## src/rtl/vc_route_ctrl.sv

```systemverilog
// rtl/vc_route_ctrl.sv - main FIFO pop controller and VC0/VC1 router
// Pops the main FIFO, steers each word by its top bit, sequences FIFO init and reports status.
module vc_route_ctrl #(
  parameter int data_width = 6,
  parameter int cnt_width  = 4
) (
  input  logic                  clk,
  input  logic                  reset,
  input  logic                  init_in,
  input  logic [cnt_width-1:0]  umbral_main_in,
  input  logic [cnt_width-1:0]  umbral_vc_in,
  input  logic                  main_empty,
  input  logic [data_width-1:0] main_data,
  input  logic                  main_error,
  input  logic                  vc0_almost_full,
  input  logic                  vc1_almost_full,
  input  logic                  vc0_empty,
  input  logic                  vc1_empty,
  input  logic                  vc0_error,
  input  logic                  vc1_error,
  output logic                  fifo_init,
  output logic [cnt_width-1:0]  umbral_main_out,
  output logic [cnt_width-1:0]  umbral_vc_out,
  output logic                  main_rd_en,
  output logic                  vc0_wr_en,
  output logic                  vc1_wr_en,
  output logic [data_width-1:0] vc_data,
  output logic [2:0]            state,
  output logic                  idle_out,
  output logic                  error_out
);

  typedef enum logic [2:0] {
    S_RESET  = 3'd0,
    S_INIT   = 3'd1,
    S_IDLE   = 3'd2,
    S_ACTIVE = 3'd3,
    S_ERROR  = 3'd4
  } state_t;

  state_t cur_state;
  state_t nxt_state;
  logic   in_flight;
  logic   run_cur;
  logic   run_nxt;

  assign state   = cur_state;
  assign run_cur = (cur_state == S_IDLE) || (cur_state == S_ACTIVE);
  assign run_nxt = (nxt_state == S_IDLE) || (nxt_state == S_ACTIVE);

  always_comb begin
    nxt_state = cur_state;
    if (cur_state == S_RESET) begin
      nxt_state = S_INIT;
    end else if (init_in) begin
      nxt_state = S_INIT;
    end else if (main_error || vc0_error || vc1_error) begin
      nxt_state = S_ERROR;
    end else begin
      case (cur_state)
        S_INIT:   nxt_state = S_IDLE;
        S_IDLE:   if (!main_empty) nxt_state = S_ACTIVE;
        S_ACTIVE: if (main_empty && !in_flight && vc0_empty && vc1_empty) nxt_state = S_IDLE;
        default:  nxt_state = cur_state;
      endcase
    end
  end

  // Outputs are decoded from the next state so they line up with the state register.
  always_ff @(posedge clk) begin
    if (!reset) begin
      cur_state       <= S_RESET;
      fifo_init       <= 1'b0;
      main_rd_en      <= 1'b0;
      vc0_wr_en       <= 1'b0;
      vc1_wr_en       <= 1'b0;
      vc_data         <= '0;
      umbral_main_out <= '0;
      umbral_vc_out   <= '0;
      idle_out        <= 1'b0;
      error_out       <= 1'b0;
      in_flight       <= 1'b0;
    end else begin
      cur_state <= nxt_state;
      fifo_init <= run_nxt || (nxt_state == S_ERROR);
      idle_out  <= (nxt_state == S_IDLE);
      if (nxt_state == S_ERROR) begin
        error_out <= 1'b1;
      end else if (nxt_state == S_INIT) begin
        error_out <= 1'b0;
      end
      if (cur_state == S_INIT) begin
        umbral_main_out <= umbral_main_in;
        umbral_vc_out   <= umbral_vc_in;
      end
      // Destination is unknown before the read, so either almost_full stalls the pop.
      main_rd_en <= run_cur && run_nxt && !main_empty && !vc0_almost_full && !vc1_almost_full;
      in_flight  <= main_rd_en && run_nxt;
      vc0_wr_en  <= in_flight && run_nxt && !main_data[data_width-1];
      vc1_wr_en  <= in_flight && run_nxt && main_data[data_width-1];
      if (in_flight && run_nxt) begin
        vc_data <= main_data;
      end
    end
  end

endmodule

```

## config.mk

```make
export PLATFORM = sky130hd
export DESIGN_NAME = vc_route_ctrl
export DESIGN_NICKNAME = d
export VERILOG_FILES = /design/src/rtl/vc_route_ctrl.sv
export SDC_FILE = /design/constraint.sdc
export NUM_CORES = 1
export LEC_CHECK = 0
export ABC_AREA = 0
export ABC_CLOCK_PERIOD_IN_PS = 4600
export CORE_AREA = 2 2 50 61
export DETAILED_ROUTE_END_ITERATION = 8
export DIE_AREA = 0 0 52 63
export PLACE_DENSITY_LB_ADDON = 0.3
export SYNTH_ARGS = -nofsm -noshare
export SYNTH_HDL_FRONTEND = slang
export SYNTH_SLANG_ARGS = --single-unit
```

## constraint.sdc

```tcl
create_clock -name clk -period 4.6 [get_ports clk]
set_clock_uncertainty 0.05 [all_clocks]
set_input_delay 0.46 -clock clk [delete_from_list [all_inputs] [get_ports clk]]
set_output_delay 0.46 -clock clk [all_outputs]
set_load 0.02 [all_outputs]
```

==> implementation parameters, run 1 <==
Parameter                              Value

Run status
  Status ... completed

Power
  Static power due to leakage ... between 0.5 and 0.6 nW
  Cell Pwr Density ... about 270 nW/um^2
  Max rail drop VDD ... about 0.00012 V
  Tot Pwr ... 0.403 mW

Synthesis
  Fraction of the mapped netlist area in adder cells ... 0
  Mapped Area ... 965 um^2
  Synth warnings ... 0
  Synthesized instance count ... between 90 and 100
  Mux share of post-synthesis cell area ... 0.156
  Count leader, synth ... sky130_fd_sc_hd__dfxtp_1
  Compound-Gate Fraction of Synth Area ... 0.0441
  Share of synthesized registers carrying an async set or reset ... 0
  Area share of the largest cell type after synthesis ... 0.498
  Most numerous cell types in the synthesized netlist ... sky130_fd_sc_hd__dfxtp_1, sky130_fd_sc_hd__mux2i_1, sky130_fd_sc_hd__nand2_1
  Number of distinct library cells after synthesis ... 23
  Number of synthesized flops with an enable pin ... 0
  Synthesized-area fraction occupied by xor and xnor cells ... 0
  Simple-Gate Fraction of Synth Area ... 0.266
  Register bit total from synthesis ... 24
  Cell type with the largest total area after synthesis ... sky130_fd_sc_hd__dfxtp_1
  Syn Nets ... between 100 and 150
  Largest family of logic cells by synthesized area ... simple AND/OR/NAND/NOR gates
  Most frequently used flop master after synthesis ... sky130_fd_sc_hd__dfxtp_1
  Sequential-to-total area share from yosys stat ... 0.498
  Leading post-synthesis cells by cell area ... sky130_fd_sc_hd__dfxtp_1, sky130_fd_sc_hd__mux2i_1, sky130_fd_sc_hd__nor2b_1
  Average cell area after synthesis ... approximately 10 um^2

Global route
  Total track usage ... 0.136
  Maximum number of pins on one net before global-route repair ... 24
  Initial antenna violation count ... 0
  GRT Residual Overflow ... 0
  Via count of the first global-routing pass ... between 800 and 900
  Global-route wire length before repair ... roughly 3400 um

Floorplanning
  Starting utilization of the core area ... 0.356
  Count of standard-cell rows ... 21
  Die boundary height ... ~63 um
  Area of the die ... around 3300 um^2
  Standard cell core area ... approximately 2700 um^2
  Number of primary I/O pins ... 48
  Die Wd ... roughly 52 um

STA
  Setup repair after global routing missed its margin ... no
  Summed negative setup slack over all endpoints ... 0 ns
  Final setup fails ... 0
  Worst relative slew slack ... 0.558
  Hold Fails Final Rpt ... 0
  Slew at the pin with the worst max-slew slack ... 0.661 ns
  Crit path time final ... approximately 2.1 ns
  Tcrit/Tclk final ... 0.464
  Count of final max-slew check failures ... 0
  Peak Freq ... around 0.47 GHz

Placed design
  Global placer's final weighted congestion ... 0.732
  Number of input and output port buffers inserted ... 47
  DP HPWL ... between 1500 and 2000 um
  Placed Cells incl. Taps ... 170

Hold path
  Worst min-delay path category ... flip-flop to flip-flop

Route
  Final antenna-violating net count ... 0
  Detailed Routing Iterations Pass 1 ... 4
  DR vias/cell ... 4.75
  Number of DRC violations after detailed routing ... 0
  Detail-routed net length per standard cell ... 11.6 um
  Total Wirelength ... just over 2000 um
  DR vias ... roughly 830
  1st-iter DRT viols ... 16

Clocking
  CTS tree ... done
  TritonCTS buffer count ... 3
  Total of hold buffers inserted after clock tree synthesis ... 0
  Maximum level of the CTS H-tree ... 1
  Clock sinks ... 24
  Clock root buffer ... sky130_fd_sc_hd__clkbuf_4
  Clock transition at the registers of the reported paths ... around 0.11 ns
  Clock latency at the later pin of the worst-skew pair ... between 0.3 and 0.4 ns
  Bufs on Longest Clock Path ... 2
  Post-CTS Setup Bufs ... 0
  Post-cts resize count ... 0

Worst setup path
  Crit-path max FO ... 23
  Crit path DAT ... between 2 and 2.5 ns
  Crit path required time ... approximately 4.8 ns
  Path type of the worst setup path ... primary input to flip-flop
  Kind of capture point of the worst setup path ... flip-flop
  Element type at the critical path start ... primary input

Layout
  Fill cell count ... around 250
  Share of final-layout standard cells stronger than drive strength 1 ... 0.0643
  Layout Area Growth over Synthesis ... 54.9%
  Total Nets Final ... approximately 170
  Core utilization of the finished layout ... 0.552
  Diode count ... 0
  Non-filler instance count after layout ... ~170

Job
  Max-cap check violation count ... 0
[critical path, stage by stage]
cell and delay, ns:
sky130_fd_sc_hd__clkdlybuf4s50_1 0.89, sky130_fd_sc_hd__nand2b_1 0.25, sky130_fd_sc_hd__or4_4 0.51, sky130_fd_sc_hd__nor4_4 0.20
[placed cells by master (no fill, tap or decap)]
master and instances:
sky130_fd_sc_hd__a2111o_1 1, sky130_fd_sc_hd__a21oi_1 2, sky130_fd_sc_hd__a31oi_1 1, sky130_fd_sc_hd__and3_1 1, sky130_fd_sc_hd__buf_4 1, sky130_fd_sc_hd__clkbuf_4 3, sky130_fd_sc_hd__clkbuf_8 1, sky130_fd_sc_hd__clkdlybuf4s50_1 47
sky130_fd_sc_hd__dfxtp_1 24, sky130_fd_sc_hd__inv_1 2, sky130_fd_sc_hd__mux2i_1 15, sky130_fd_sc_hd__nand2_1 12, sky130_fd_sc_hd__nand2b_1 4, sky130_fd_sc_hd__nand4b_1 1, sky130_fd_sc_hd__nor2_1 3, sky130_fd_sc_hd__nor2b_1 8
sky130_fd_sc_hd__nor3_1 6, sky130_fd_sc_hd__nor3b_1 1, sky130_fd_sc_hd__nor3b_2 1, sky130_fd_sc_hd__nor4_4 2, sky130_fd_sc_hd__o21ai_0 1, sky130_fd_sc_hd__o311a_1 1, sky130_fd_sc_hd__or3_1 1, sky130_fd_sc_hd__or4_4 1
[final cells by class]
cell class,instances,area [um^2],share of cell area
repair buffers,48,478,0.320
inverters,2,7.51,0.00503
flip-flops and latches,24,480,0.322
multi-input cells,62,449,0.301
clock buffers,4,36.3,0.0243
well taps,34,42.5,0.0285
[layer usage]
layer / share of wire / up-vias / wire length [um] / global-route usage
met4: 0.023 / 0 / 47 / 0.0724
met3: 0.072 / 5 / 146 / 0.0287
met2: 0.46 / 37 / 929 / 0.217
met5: 0 / - / 0 / 0
li1: - / 417 / - / -
met1: 0.44 / 368 / 891 / 0.167
[state kept, by name (all words and copies together), names as in the netlist]
| signal | cells |
|---|---|
| error_out | 1 |
| main_rd_en | 1 |
| state | 3 |
| vc1_wr_en | 1 |
| idle_out | 1 |
| vc_data | 6 |
| in_flight | 1 |
| umbral_vc_out | 4 |
| fifo_init | 1 |
| umbral_main_out | 4 |
| vc0_wr_en | 1 |
[per-stage QoR]
step	hold WS (ns)	area (um^2)	worst slack, ns
finish	0.399	1490	2.47
detailed placement	0.391	1460	2.17
global placement	0.375	1460	2.20
global route	0.418	1490	2.36
CTS	0.405	1490	2.50
floorplan	0.425	965	2.75
[worst paths after layout]
| path | from | endpoint | slack [ns] | cells after the start |
|---|---|---|---|---|
| worst max-delay path | reset | main_rd_en$_SDFF_PN0_ | 2.47 | 4 |
| worst min-delay path | main_rd_en$_SDFF_PN0_ | in_flight$_SDFF_PN0_ | 0.40 | 2 |
| worst max register to register | state[1]$_SDFF_PN0_ | vc_data[1]$_SDFFE_PN0P_ | 3.05 | 3 |
| worst min register to register | main_rd_en$_SDFF_PN0_ | in_flight$_SDFF_PN0_ | 0.40 | 2 |
[report_power, final]
part           internal (mW)  leakage (nW)  switching [mW]
logic                 0.0438         0.302          0.0320
clock network         0.0484        0.0210          0.0575
registers              0.215         0.195         0.00586
[kinds of logic after synthesis]
| group | Yosys count |
|---|---|
| AO/OA/AOI/OAI | 6 |
| flip-flops | 24 |
| AND/OR/NAND/NOR | 41 |
| multiplexers | 15 |
| buffers and inverters | 7 |
No activity file was read; power rests on OpenSTA's default activity.
==> run 2: changes to the inputs <==
ABC_CLOCK_PERIOD_IN_PS = 1800   (was 4600)
CORE_AREA = 2 2 51 63   (was 2 2 50 61)
DIE_AREA = 0 0 53 65   (was 0 0 52 63)
clock period = 1.8 ns   (was 4.6 ns; I/O delays follow)
==> implementation parameters, run 2 (synthesized netlist as in run 1, its figures left out) <==
Parameter                              Value

Global route
  Total track usage ... 0.134 (-0.00217)
  Initial antenna violation count ... 0 (unchanged)
  Via count of the first global-routing pass ... 858 (+3.9%)
  Global-route wire length before repair ... 3530 um (+3.6%)
  Maximum number of pins on one net before global-route repair ... 23 (-4.2%)
  GRT Residual Overflow ... 0 (unchanged)

STA
  Final setup fails ... 0 (unchanged)
  Hold Fails Final Rpt ... 0 (unchanged)
  Worst setup margin ... 0.143 ns (-2.33 ns)
  Crit path time final ... 1.66 ns
  Slew at the pin with the worst max-slew slack ... 0.463 ns (-0.198 ns)
  Peak Freq ... ~0.60 GHz
  Worst relative slew slack ... 0.690 (+0.132)
  Count of final max-slew check failures ... 0 (unchanged)
  Tcrit/Tclk final ... 0.921
  Setup repair after global routing missed its margin ... no

Clocking
  Clock transition at the registers of the reported paths ... 0.14 ns (+0.03 ns)
  Clock latency at the later pin of the worst-skew pair ... 0.31 ns (about the same)
  Clock root buffer ... sky130_fd_sc_hd__clkbuf_4
  Post-CTS Setup Bufs ... 0 (unchanged)
  TritonCTS buffer count ... 3 (unchanged)
  CTS tree ... done
  Bufs on Longest Clock Path ... 2 (unchanged)
  Maximum level of the CTS H-tree ... 1 (unchanged)
  Clock sinks ... 24 (unchanged)

Worst setup path
  Crit path buf inv count ... 1 (unchanged)
  Kind of capture point of the worst setup path ... output port
  Crit-path max FO ... 8 (-65%)
  Cell family with the largest share of critical-path delay ... buffers and inverters
  Worst setup endpoint ... state[0]
  Register-to-register setup slack ... 0.26 ns (-2.79 ns)
  Worst reg2reg path depth ... 3 (unchanged)
  Path type of the worst setup path ... flip-flop to output port
  Largest stage delay on the critical path ... 0.65 ns (-0.24 ns)
  Element type at the critical path start ... flip-flop
  Terminus of the critical flop-to-flop path ... main_rd_en$_SDFF_PN0_
  Crit. path cell count ... 1 (-3)
  Timing startpoint of the critical path ... state[0]$_SDFF_PN0_
  Crit path required time ... 1.57 ns (-3.21 ns)
  Critical-path top delay cell ... sky130_fd_sc_hd__clkdlybuf4s50_1
  Reg-to-reg startpoint ... state[0]$_SDFF_PN0_
  List of cells traversed by the critical path ... clkdlybuf4s50_1
  Crit path DAT ... 1.43 ns (-0.88 ns)

Layout
  Total Nets Final ... 172 (+3.6%)
  Max reg flops ... 6 (unchanged)
  Register Area ... 482 um^2 (+0.26%)
  Layout Area Growth over Synthesis ... 62.1%
  Register name with the most flops ... vc_data
  Fill cell count ... 273 (+7.5%)
  Commonest cells after routing, fill and taps aside ... sky130_fd_sc_hd__clkdlybuf4s50_1, sky130_fd_sc_hd__dfxtp_1, sky130_fd_sc_hd__mux2i_1
  Diode count ... 0 (unchanged)
  Area used by multi-input combinational logic ... 454 um^2 (+1.1%)
  Largest registers ... vc_data x6, umbral_main_out x4, umbral_vc_out x4
  Share of final-layout standard cells stronger than drive strength 1 ... 0.116 (+0.0522)
  Non-filler instance count after layout ... 182 (+4.6%)
  Most frequent standard cell in the layout excluding fill and tap cells ... sky130_fd_sc_hd__clkdlybuf4s50_1

Route
  Final antenna-violating net count ... 0 (unchanged)
  Detailed Routing Iterations Pass 1 ... 2 (-2)
  DR vias ... 845 (+2.2%)
  DR vias/cell ... 4.64 (-2.3%)
  Total Wirelength ... 2150 um (+6.5%)
  Number of DRC violations after detailed routing ... 0 (unchanged)
  Detail-routed net length per standard cell ... 11.8 um (+1.8%)
  1st-iter DRT viols ... 14 (-2)

Power
  Fraction of power spent switching nets ... 0.225 (-0.0116)
  Max rail drop VDD ... 0.000568 V (+360%)
  Total net switching power ... 0.260 mW (+170%)
  Static power due to leakage ... 0.558 nW (+7.7%)
  Proportion of power drawn by combinational gates ... 0.175 (-0.013)
  Power share of the clock group ... 0.335 (+0.072)
  Internal power summed over all cells ... 0.894 mW (+190%)
  Cell Pwr Density ... 737 nW/um^2 (+170%)
  Proportion of power drawn by flip-flops and latches ... 0.490 (-0.059)

Floorplanning
  Standard cell core area ... 2890 um^2 (+6.8%)
  Starting utilization of the core area ... 0.334 (-0.0227)
  Die Wd ... 53 um (+1.9%)
  Number of primary I/O pins ... 48 (unchanged)
  Area of the die ... 3450 um^2 (+5.2%)
  Die boundary height ... 65 um (+3.2%)
  Count of standard-cell rows ... 22 (+4.8%)

Placed design
  DP HPWL ... 1690 um (+9.2%)
  Placed Cells incl. Taps ... 178 (+4.7%)
  Number of input and output port buffers inserted ... 47 (unchanged)
  Global placer's final weighted congestion ... 0.771 (+5.2%)
  Place WS ... -0.132 ns (-2.30 ns)

Hold path
  Worst Hold Launch ... main_data[0]
  Min-Delay Path Depth ... 3 (+1)
  Worst min-delay path category ... primary input to flip-flop

Job
  Max-cap check violation count ... 0 (unchanged)

Run status
  Status ... completed
[run 2: cell types whose count changed in the layout (fill, tap and decap cells not counted), sizes merged]
cell and change:
clkbuf -1, bufinv +1, buf +6
[run 2: per-stage QoR]
stage,hold WS [ns],TNS (ns),power (mW),cell area (um^2),utilization
after global placement,0.379,-0.847,0.776,1510,0.523
after global routing,0.340,0,1.20,1560,0.541
after floorplan,0.201,0,0.668,965,-
after CTS,0.348,0,1.16,1560,0.541
after detailed placement,0.388,-1.00,0.782,1510,0.523
final,0.351,0,1.15,1560,0.541
[run 2: worst register-to-register path, stage by stage, from the launching register on]
cell and delay [ns]:
sky130_fd_sc_hd__dfxtp_1 0.47, sky130_fd_sc_hd__nor2_1 0.17, sky130_fd_sc_hd__or4_4 0.55, sky130_fd_sc_hd__nor4_4 0.22
[run 2: metal layers]
layer  GRT usage  wire [um]  vias to the layer above
met3      0.0253        161                        2
met5           0          0                        -
met2       0.250       1100                       35
met1       0.144        868                      385
li1            -          -                      423
met4      0.0481         18                        0
[run 2: what timing repair did]
item                       in CTS  in global routing
resized for setup               0                  1
setup endpoints to repair       0                  1
hold buffers                    0                  0
[run 2: cell type report]
class                           count  area share
Clock inverter                      1      0.0192
Timing Repair Buffer               54       0.334
Inverter                            2     0.00480
Tap cell                           36      0.0288
Clock buffer                        3      0.0144
Multi-Input combinational cell     62       0.290
Sequential cell                    24       0.308
[run 2: worst min-delay path by stage]
stage                         endpoint  slack [ns]
6_report       vc_data[0]$_SDFFE_PN0P_        0.35
5_1_grt        vc_data[3]$_SDFFE_PN0P_        0.34
4_1_cts        vc_data[3]$_SDFFE_PN0P_        0.35
3_5_place_dp      in_flight$_SDFF_PN0_        0.39
3_3_place_gp      in_flight$_SDFF_PN0_        0.38
2_1_floorplan     vc0_wr_en$_SDFF_PN0_        0.20
[run 2: power groups by stage]
| stage | Combinational, mW | Clock, mW | Sequential, mW |
|---|---|---|---|
| finish | 0.201 | 0.387 | 0.565 |
| global placement | 0.200 | 0 | 0.576 |
| global route | 0.216 | 0.419 | 0.568 |
| CTS | 0.205 | 0.393 | 0.565 |
| detailed placement | 0.204 | 0 | 0.577 |
| floorplan | 0.0703 | 0 | 0.597 |
